**config.mk**
```make
export PLATFORM = sky130hd
export DESIGN_NAME = ula_controlador
export DESIGN_NICKNAME = d
export VERILOG_FILES = /design/src/rtl/ula_controlador.sv
export SDC_FILE = /design/constraint.sdc
export NUM_CORES = 1
export LEC_CHECK = 0
export CAP_MARGIN = 20
export CORE_MARGIN = 5
export CORE_UTILIZATION = 39
export CTS_BUF_LIST = sky130_fd_sc_hd__clkbuf_2 sky130_fd_sc_hd__clkbuf_4 sky130_fd_sc_hd__clkbuf_8
export DETAILED_ROUTE_END_ITERATION = 7
export GPL_TIMING_DRIVEN = 0
export PLACE_DENSITY = 0.79
export SYNTH_ARGS = -nofsm -noshare
export SYNTH_HDL_FRONTEND = slang
export SYNTH_SLANG_ARGS = --single-unit
```
**constraint.sdc**
```tcl
create_clock -name clk -period 2.33 [get_ports clk]
set_clock_uncertainty 0.05 [all_clocks]
set_input_delay 0.466 -clock clk [delete_from_list [all_inputs] [get_ports clk]]
set_output_delay 0.466 -clock clk [all_outputs]
set_load 0.02 [all_outputs]
```
**src/rtl/ula_controlador.sv**
```systemverilog
// ---------------------------------------------------------------------------
// ula_controlador
//   Sequencing controller around one 4-bit `ula` datapath. A command is taken
//   over a valid/ready handshake. The selected operation is then iterated
//   cmd_rep+1 times, and each iteration's result is fed back into operand A.
//   A persistent accumulator tracks every ula result. The final result is
//   returned with zero/error flags over a second valid/ready handshake.
//
//   Handshake semantics (both channels): a transfer happens on a rising edge
//   where valid and ready are both 1. The producer holds valid and its data
//   stable until that edge. Ready never depends on the same channel's valid.
//
//   Ports
//     clk, rst           : clock, synchronous active-high reset
//     cmd_valid/ready    : command handshake
//     cmd_op             : ula seletor (110/111 invalid)
//     cmd_usa_acc        : operand A comes from the accumulator when 1
//     cmd_a, cmd_b       : explicit operand A, operand B
//     cmd_rep            : iterations minus one
//     res_valid/ready    : result handshake
//     resultado,zero,erro: result, result==0, invalid-op flag
//     acc                : live accumulator
//     ocupado            : registered state is not OCIOSO
//     estado_dbg         : raw FSM state for observation
// ---------------------------------------------------------------------------

// ula: 4-bit combinational datapath. Arithmetic wraps modulo 16.
module ula (
   input  logic [3:0] a,
   input  logic [3:0] b,
   input  logic [2:0] seletor,
   output logic [3:0] saida
);
   always_comb begin
      saida = 4'b0000;
      case (seletor)
         3'b000:  saida = a & b;
         3'b001:  saida = a | b;
         3'b010:  saida = ~a;
         3'b011:  saida = ~(a & b);
         3'b100:  saida = a + b;
         3'b101:  saida = a - b;
         default: saida = 4'b0000;
      endcase
   end
endmodule

module ula_controlador #(
   parameter int REP_BITS = 2
) (
   input  logic                clk,
   input  logic                rst,
   input  logic                cmd_valid,
   output logic                cmd_ready,
   input  logic [2:0]          cmd_op,
   input  logic                cmd_usa_acc,
   input  logic [3:0]          cmd_a,
   input  logic [3:0]          cmd_b,
   input  logic [REP_BITS-1:0] cmd_rep,
   output logic                res_valid,
   input  logic                res_ready,
   output logic [3:0]          resultado,
   output logic                zero,
   output logic                erro,
   output logic [3:0]          acc,
   output logic                ocupado,
   output logic [1:0]          estado_dbg
);
   typedef enum logic [1:0] {
      OCIOSO   = 2'd0,
      EXECUTA  = 2'd1,
      RESPOSTA = 2'd2
   } estado_t;

   estado_t             state_q, state_d;
   logic [2:0]          op_reg_q, op_reg_d;
   logic [3:0]          op_a_q, op_a_d;
   logic [3:0]          op_b_q, op_b_d;
   logic [REP_BITS-1:0] cnt_q, cnt_d;
   logic [3:0]          acc_q, acc_d;
   logic [3:0]          resultado_q, resultado_d;
   logic                zero_q, zero_d;
   logic                erro_q, erro_d;
   logic [3:0]          ula_out;
   logic                op_valida;

   ula u_ula (
      .a       (op_a_q),
      .b       (op_b_q),
      .seletor (op_reg_q),
      .saida   (ula_out)
   );

   assign op_valida = (cmd_op <= 3'b101);

   // State register. Reset aborts any command in flight.
   always_ff @(posedge clk) begin
      if (rst) begin
         state_q     <= OCIOSO;
         op_reg_q    <= 3'b000;
         op_a_q      <= 4'b0000;
         op_b_q      <= 4'b0000;
         cnt_q       <= '0;
         acc_q       <= 4'b0000;
         resultado_q <= 4'b0000;
         zero_q      <= 1'b0;
         erro_q      <= 1'b0;
      end else begin
         state_q     <= state_d;
         op_reg_q    <= op_reg_d;
         op_a_q      <= op_a_d;
         op_b_q      <= op_b_d;
         cnt_q       <= cnt_d;
         acc_q       <= acc_d;
         resultado_q <= resultado_d;
         zero_q      <= zero_d;
         erro_q      <= erro_d;
      end
   end

   // Next-state and datapath update.
   always_comb begin
      state_d     = state_q;
      op_reg_d    = op_reg_q;
      op_a_d      = op_a_q;
      op_b_d      = op_b_q;
      cnt_d       = cnt_q;
      acc_d       = acc_q;
      resultado_d = resultado_q;
      zero_d      = zero_q;
      erro_d      = erro_q;
      case (state_q)
         OCIOSO: begin
            // cmd_ready is 1 here whenever rst is low, and rst overrides
            // the register update, so cmd_valid alone marks an accept.
            if (cmd_valid) begin
               op_reg_d = cmd_op;
               op_a_d   = cmd_usa_acc ? acc_q : cmd_a;
               op_b_d   = cmd_b;
               cnt_d    = cmd_rep;
               if (op_valida) begin
                  state_d = EXECUTA;
               end else begin
                  // Invalid op: report the untouched accumulator.
                  state_d     = RESPOSTA;
                  resultado_d = acc_q;
                  zero_d      = (acc_q == 4'b0000);
                  erro_d      = 1'b1;
               end
            end
         end
         EXECUTA: begin
            acc_d  = ula_out;
            op_a_d = ula_out;
            if (cnt_q == '0) begin
               resultado_d = ula_out;
               zero_d      = (ula_out == 4'b0000);
               erro_d      = 1'b0;
               state_d     = RESPOSTA;
            end else begin
               cnt_d = cnt_q - 1'b1;
            end
         end
         RESPOSTA: begin
            if (res_ready) state_d = OCIOSO;
         end
         default: state_d = OCIOSO;
      endcase
   end

   // Outputs.
   always_comb begin
      cmd_ready  = (state_q == OCIOSO) && !rst;
      res_valid  = (state_q == RESPOSTA);
      ocupado    = (state_q != OCIOSO);
      estado_dbg = state_q;
      resultado  = resultado_q;
      zero       = zero_q;
      erro       = erro_q;
      acc        = acc_q;
   end
endmodule
```
-- Word-level counts from Yosys, hierarchy flattened
Cells that the tools add are included.
Widths: inputs -> output; s select.
- logic and storage cells: 67
- output and inout bits: 15
- input bits: 18
- bits in registers: 25
- muxes and demuxes: 24
- reduce and logical (&&, ||, !) cells: 14
- add/subtract/negate cells: 3
- eq/ne operators: 12
- $lt $le $gt $ge: 1
- bitwise gates (word level): 4
- operators by type and width (operator ; count):
    $pmux 4 s6 ; 1
    $mux 4 ; 5
    $pmux 4 s2 ; 2
    $mux 2 ; 6
    $logic_not 4->1 ; 2
    $ne 2x2->1 const B ; 4
    $not 4->4 ; 2
    $eq 3x2->1 const B ; 2
    $eq 3x3->1 const B ; 2
    $mux 1 ; 6
    $pmux 2 s3 ; 1
    $reduce_and 3->1 ; 2
    $add 4x4->4 ; 1
    $and 4x4->4 ; 1
    $logic_not 2->1 ; 2
    $or 4x4->4 ; 1
    $pmux 1 s2 ; 2
    $pmux 2 s2 ; 1
    $reduce_and 2->1 ; 2
    $reduce_and 4->1 ; 1
    $reduce_bool 2->1 ; 2
    $sub 4x4->4 ; 1
    $eq 3x1->1 const B ; 1
    $le 3x3->1 const B ; 1
    7 further kinds ; 7

-- Longest topological paths before layout
Gate-level depths: netlist of run 1.
- depth after elaboration: 6
- depth in mapped cells: 12
- mapped depth without buffers: 11

-- Modules after synthesis
A second synthesis of run 1 with hierarchy kept.
- cell total of the unflattened synthesis: 184
- area total of the unflattened synthesis: 1512.7 sq um
- by module, submodules not included (module ; cells an instance ; times used ; area each (sq um) ; sequential area each (sq um)):
    ula_controlador ; 132 ; 1 ; 1132.3 ; 500.5
    ula ; 52 ; 1 ; 380.4 ; 0.0

-- Least setup slack after synthesis of run 1
OpenSTA, ideal clock, no wires.
- path type: reg-to-reg
- start: reg op_reg_q[2]
- end: reg op_a_q[3]
- cell stages (with the launch flop): 12
- data arrival time: 2245 ps
- required time: 2222 ps
- buffers on the path: 0
- library setup time: 58 ps
- clock period less this slack: 2353 ps
- slack: -23 ps
- cell sequence: dfxtp_1 -> nor2b_1 -> nand2_1 -> nor2_1 -> a21o_1 -> inv_1 -> ha_1 -> and2b_2 -> o21a_1 -> a2111o_1 -> a31oi_1 -> o21a_1
- word-level cells in the longest chain between the ends: 3
- elaborated cells between the ends (all ways): 8
- those cells by class: eq/ne (5); mux (2); reduce/logical (1)
- RTL lines (item ; RTL line ; text):
    start: declaration ; 76 ; logic [2:0] op_reg_q, op_reg_d;
    start signal: assignment ; 110 ; op_reg_q <= op_reg_d;
    $eq 3x3->1, or another cell as far along ; 36 ; case (seletor)
    $pmux 4 s6 * ; 36 ;
    $pmux 4 s2 * ; 132 ; case (state_q)
    end signal: assignment ; 111 ; op_a_q <= op_a_d;
    end: declaration ; 77 ; logic [3:0] op_a_q, op_a_d;
Mark *: on every way between the ends. The rest lies on a longest branch, timed or not.
A chain may end at the register's enable or synchronous reset.

-- Worst setup path in the final report of run 1
- start: reg op_b_q[0]
- end: reg zero_q (netlist: zero)
- word-level cells in the longest chain between the ends: 6
- elaborated cells between the ends (all ways): 9
- those cells by class: add/sub (2); mux (3); bitwise (3); reduce/logical (1)
- RTL lines (item ; RTL line ; text):
    start: declaration ; 78 ; logic [3:0] op_b_q, op_b_d;
    start signal: assignment ; 112 ; op_b_q <= op_b_d;
    parallel branches: the longest is 2 deep, another holds $sub 4x4->4 ; - ;
    $pmux 4 s6 * ; 36 ;
    $logic_not 4->1 * ; 157 ; zero_d = (ula_out == 4'b0000);
    $mux 1 * ; 155 ; if (cnt_q == '0) begin
    $pmux 1 s2 * ; 132 ;
    end signal: assignment ; 116 ; zero_q <= zero_d;
    end: declaration ; 82 ; logic zero_q, zero_d;
Mark *: on every way between the ends. The select of a mux whose other input is x is not followed.

==> impl_results.md, run 1 <==
- Critical path arrival: 2.48 ns
- I/O Pins: 33
- WP buf/inv: 1
- Critical setup path kind: reg -> reg
- Final Hold Violating Endpoints: 0
- CTS max path bufs: 2
- DR vias: 1427
- CTS tree: built
- Most used DFF post-synth: dfxtp_1
- Yosys reg bits: 25
- Tightest Pin Transition: roughly 0.67 ns
- Largest delay share family, worst path: compound AO/OA/AOI/OAI gates
- H-tree levels: 1
- Final setup fails: 2
- R2r setup slk: -0.02 ns
- Slowest cell on the critical path: fa_1
- Die Area: 5130 um2
- N_diodes: 0
- First-pass GRT wire length: approximately 6000 um
- Max Fclk: roughly 430 MHz
- WL final: 3670 um
- Antenna-violating nets left: 0
- Core box area: between 3000 and 4000 um2
- Gr usage total: 0.144
- Cell Area, Synth: approximately 1500 um2
- Initial Util: 0.404
- Compound-gate portion of the synthesized area: 0.210
- CP Max Fanout: 5
- Multiplexer share of the synthesized area: 0.0549
- Static Leakage: ~0.74 nW
- Clk sinks: 25
- Failing checks: setup timing
- Hold Path Class: in -> reg
- Via density: 5.27
- Critical Path Sink Type: flop
- CTS Buf Count: 3
- Clock Tree Root: clkbuf_8
- Crit-path cells: inv_1 > ha_1 > a21o_1 > fa_1 > xnor2_2 > a211oi_2 > nand2b_1 > o32ai_2
- Area growth syn-to-layout: 34.4%
- Grt total ovfl: 0
- Crit path launch type: flop
- CP peak stage delay: around 0.44 ns
- WP data required: 2.46 ns
- Minimum clock period: between 2 and 2.5 ns
- Die Y: 71.6 um
- Final hold slack: around 0.4 ns
- Worst skew pair latency: ~0.27 ns
- Final Max Tran Viols: 0
- PortBufs: 30
- Most area-hungry cell type in the Yosys netlist: dfxtp_1
- First-pass DRT Iterations: 4
- Synthesized instance count: about 180
- EDFF count, synth: 0
- Row count: 22
- Die width: between 70 and 80 um
- Setup slack after layout: -0.0201 ns
- Clk slew on worst S/H paths: 0.08 ns
- Status: finished, violations left
- DRC Markers: 0
- Worst slew margin: 0.550
- Initial antenna violation count: 0
- DP Wirelength: around 2600 um
- Avg Cell Area, Syn: 8.09 um2
- XOR/XNOR share of the synthesized area: 0.0178
- Peak VDD IR: approximately 0.00044 V
- Vias in the first global route: roughly 1400
- Post-synth cell types: 47
- Synthesized net count: 209
- Post-synthesis simple-gate area fraction: 0.247
- Synth Area in Adders: 0.0727
- Syn. warnings: 0
- DR iter-0 viols: 45
- Largest net degree at the start of global routing: 16
- Post-layout util: 0.543
- Async set-reset flop share out of synthesis: 0
- Commonest cells in the synthesized netlist: 25 x dfxtp_1, 25 x nand2_1, 17 x nor2_1
- Largest family of logic cells by synthesized area: simple AND/OR/NAND/NOR gates
- Post-synthesis sequential area ratio: 0.338
- Hold buffer count at cts: 0
- Tcrit/Tclk final: 1.01
- Max Cap Viol: 0
- Synth top area share: 0.338
- RSZ-0062 raised after global routing: true
- Drt wl/cell: around 14 um
- RD Place Congestion: 0.804
- Ratio of cells with drive above 1 in the final layout: 0.130
- Final-stage net count: 250
- Top cells by area, synth: dfxtp_1 34%, nand2_1 6.3%, ha_1 5.9%
- Pwr per Cell Area: 584 nW/um2
flip-flops by register name, summed over array words and instances, names as in the netlist, 2 cells and up:
signal	cells
resultado	4
cnt_q	2
estado_dbg	2
op_reg_q	3
acc	4
op_b_q	4
op_a_q	4
power breakdown:
part	internal (W)	leakage (nW)	switching (W)	total (W)
Sequential	0.000462	0.207	0.0000347	0.000496
Clock	0.000121	0.0217	0.000143	0.000264
Combinational	0.000192	0.516	0.000208	0.000401
layout by cell type, fill, tap and decap left out, drive strengths merged, types with 3 or more instances in the layout:
master         Yosys  final
inv               10     10
ha                 7      7
xnor2              3      3
nor2b              4      4
dfxtp             25     25
mux2i              7      7
clkbuf             5      8
o21ai              4      4
clkdlybuf4s50      0     30
buf                5     11
nor3               4      4
nand2b             9      9
nand3              3      3
o31ai              3      3
nand2             25     25
or3                3      3
a211oi             5      5
a21oi             14     14
nor2              17     17
cell type report:
class	count	area, um2
tap	48	60.1
clock inverter	1	7.51
timing repair buffer	36	345
fill	344	1670
sequential	25	513
buffer	10	55.1
inverter	10	37.5
clock buffer	3	41.3
multi-input combinational	138	930
logic make-up after synthesis:
logic type      count (synthesis)
compound gates                 45
xor+xnor                        3
fa+ha+maj                       8
buf+inv                        20
flops                          25
mux                             8
simple gates                   74
through the flow:
step	TNS (ns)	area [um2]	power, W	std cells	setup WS [ns]
after floorplan	0	1480	0.000745	183	0.0223
after global placement	-1.17	1840	0.000863	261	-0.239
after detailed placement	-1.07	1840	0.000868	261	-0.214
after CTS	0	1920	0.00114	266	0.00314
after global routing	-0.561	1990	0.00123	271	-0.160
final	-0.0284	1990	0.00116	271	-0.0201
what timing repair did:
action | 4_1_cts | 5_1_grt
endpoints found under the setup margin | 7 | 6
pin swaps | 3 | 5
setup buffers | 1 | 5
resized for setup | 7 | 8
final timing paths:
path | startpoint | end | depth (start not counted)
hold reg to reg | cnt_q[1]$_SDFFE_PP0P_ | cnt_q[1]$_SDFFE_PP0P_ | 2
setup / recovery | op_b_q[0]$_SDFFE_PP0P_ | zero$_SDFFE_PP0P_ | 8
setup reg to reg | op_b_q[0]$_SDFFE_PP0P_ | zero$_SDFFE_PP0P_ | 8
hold / removal | rst | resultado[0]$_SDFFE_PP0P_ | 2
per-layer routing:
metal,part of all wire,wire length [um],GRT usage,up-vias
met2,0.48,1770,0.253,27
met5,0,0,0,-
li1,-,-,-,726
met3,0.025,91,0.0168,8
met4,0.019,68,0.0522,0
met1,0.47,1740,0.180,666
Power figures use the tool's default switching activity.
==> run 2, diff against run 1 <==
- PLACE_DENSITY: 0.79 -> 0.76
- SLEW_MARGIN: unset -> 20
- clock period: 2.33 -> 2.6 ns (I/O delays scaled with it)
==> run 2 against run 1 <==
The flow now finishes without violations. Flip-flop and latch count did not move. Critical path depth increased by 3. Design area down 3.0%. Wire length fell by 1.0%. Cell count is 1.5% lower. Non-clock buffer count is 4 lower. Via count decreased by 1.2%. Worst setup slack improved by 0.17 ns. Fmax decreased by 3.9%. Sequential share of layout area is 0.20 points higher. First-iteration DRC count grew 16%. Highest routed layer unchanged.
==> impl_results.md, run 2 (synthesized netlist as in run 1, its figures left out) <==
- Critical setup path kind: reg -> reg
- Initial antenna violation count: 0 (unchanged)
- Finished Cell Area: 1930 um2 (-3.0%)
- Final setup fails: 0 (-2)
- CTS Buf Count: 3 (unchanged)
- Peak VDD IR: 0.000322 V (-26%)
- First-pass DRT Iterations: 5 (+1)
- Area growth syn-to-layout: 30.4%
- Pwr per Cell Area: 530 nW/um2 (-9.3%)
- Die Y: 71.6 um (unchanged)
- Setup slack after layout: 0.154 ns (+0.174 ns)
- RSZ-0062 raised after global routing: false
- Tcrit/Tclk final: 0.941 (-0.0680)
- Hold Path Class: reg -> reg
- Max Cap Viol: 0 (unchanged)
- I/O Pins: 33 (unchanged)
- Grt total ovfl: 0 (unchanged)
- Minimum clock period: 2.45 ns (+0.0957 ns)
- Most common cell after layout, fill and taps aside: clkdlybuf4s50_1
- Die Area: 5130 um2 (unchanged)
- Most frequent cells in the layout: 30 x clkdlybuf4s50_1, 25 x nand2_1, 24 x dfxtp_1
- Drt wl/cell: 13.6 um (+0.48%)
- Vias in the first global route: 1315 (-4.8%)
- Status: complete, no violations
- RD Place Congestion: 0.789 (-1.9%)
- Clk slew on worst S/H paths: 0.09 ns (about the same)
- Final Max Tran Viols: 0 (unchanged)
- Final-stage net count: 246 (-1.6%)
- Row count: 22 (unchanged)
- Largest net degree at the start of global routing: 14 (-2)
- Final Hold Violating Endpoints: 0 (unchanged)
- Worst setup startpoint: op_b_q[0]$_SDFFE_PP0P_
- Static Leakage: 0.716 nW (-3.9%)
- CTS max path bufs: 2 (unchanged)
- Clock Tree Root: clkbuf_8
- Place WS: -0.0383 ns (+0.175 ns)
- Critical path arrival: 2.56 ns (+0.08 ns)
- Initial Util: 0.404 (unchanged)
- R2r startpoint: op_b_q[0]$_SDFFE_PP0P_
- DRC Markers: 0 (unchanged)
- Gr usage total: 0.145 (+0.000500)
- Total power: 0.00102 W (-12%)
- CTS tree: built
- Placed inst area: 1840 um2 (-0.14%)
- DP Wirelength: 2690 um (+2.1%)
- Tightest Pin Transition: 0.682 ns (+0.00961 ns)
- Max Fclk: 409 MHz (-3.9%)
- Die width: 71.6 um (unchanged)
- Via density: 5.28 (+0.29%)
- First-pass GRT wire length: 6110 um (+2.1%)
- Worst skew pair latency: 0.27 ns (about the same)
- CP Max Fanout: 5 (unchanged)
- Clk sinks: 25 (unchanged)
- N_diodes: 0 (unchanged)
- H-tree levels: 1 (unchanged)
- WL final: 3640 um (-1.0%)
- Ratio of cells with drive above 1 in the final layout: 0.0868 (-0.0433)
- Hold buffer count at cts: 0 (unchanged)
- DR iter-0 viols: 52 (+16%)
- Core box area: 3660 um2 (unchanged)
- Crit path launch type: flop
- Worst slew margin: 0.543 (-0.00643)
- Antenna-violating nets left: 0 (unchanged)
- Final hold slack: 0.412 ns (+0.0161 ns)
- PortBufs: 30 (unchanged)
- Hold_sp: cnt_q[1]$_SDFFE_PP0P_
- DR vias: 1410 (-1.2%)
- WP data required: 2.72 ns (+0.26 ns)
- Critical Path Sink Type: flop
run 2: what timing repair did:
| action | CTS | global route |
|---|---|---|
| resized for setup | 3 | 3 |
| gates cloned | 0 | 0 |
| buffers inserted | 0 | 2 |
| setup endpoints to repair | 4 | 4 |
| hold endpoints to repair | 0 | 0 |
| pin swaps | 0 | 3 |
run 2: report_power, final:
group          total [W]  internal [W]  switching [W]
clock           0.000239      0.000120       0.000119
combinational   0.000337      0.000158       0.000178
sequential      0.000447      0.000414      0.0000326
run 2: cell type report:
cell class | count | area (um2)
plain buffers | 10 | 51.3
clock buffers | 4 | 48.8
fillers | 345 | 1730
inverters | 10 | 37.5
multi-input cells | 138 | 916
flip-flops and latches | 25 | 502
well taps | 48 | 60.1
repair buffers | 32 | 315
run 2: worst paths after layout:
path	to	slack, ns	depth (start not counted)
max	op_a_q[3]$_SDFFE_PP0P_	0.15	11
min	cnt_q[1]$_SDFFE_PP0P_	0.41	2
max reg2reg	op_a_q[3]$_SDFFE_PP0P_	0.15	11
min reg2reg	cnt_q[1]$_SDFFE_PP0P_	0.41	2
run 2: layer usage:
metal,routed length [um],global-route usage,share of wire,up-vias
met4,38,0.0376,0.010,0
met2,1700,0.238,0.47,26
li1,-,-,-,713
met1,1770,0.199,0.49,666
met3,125,0.0196,0.034,5
met5,0,0,0,-
run 2: through the flow:
stage	utilization	std cells	TNS [ns]
global route	0.527	267	0
floorplan	-	183	0
global placement	0.503	261	-0.0274
CTS	0.518	265	0
detailed placement	0.503	261	-0.0535
finish	0.527	267	0
run 2: critical path, stage by stage, from the launching register on:
cell and delay (ns):
dfxtp_1 0.43, inv_1 0.10, ha_1 0.29, a21o_1 0.18
inv_1 0.06, ha_1 0.21, and2b_2 0.19, o21a_1 0.19
o2111ai_2 0.24, buf_4 0.15, a31oi_2 0.09, o21a_1 0.17
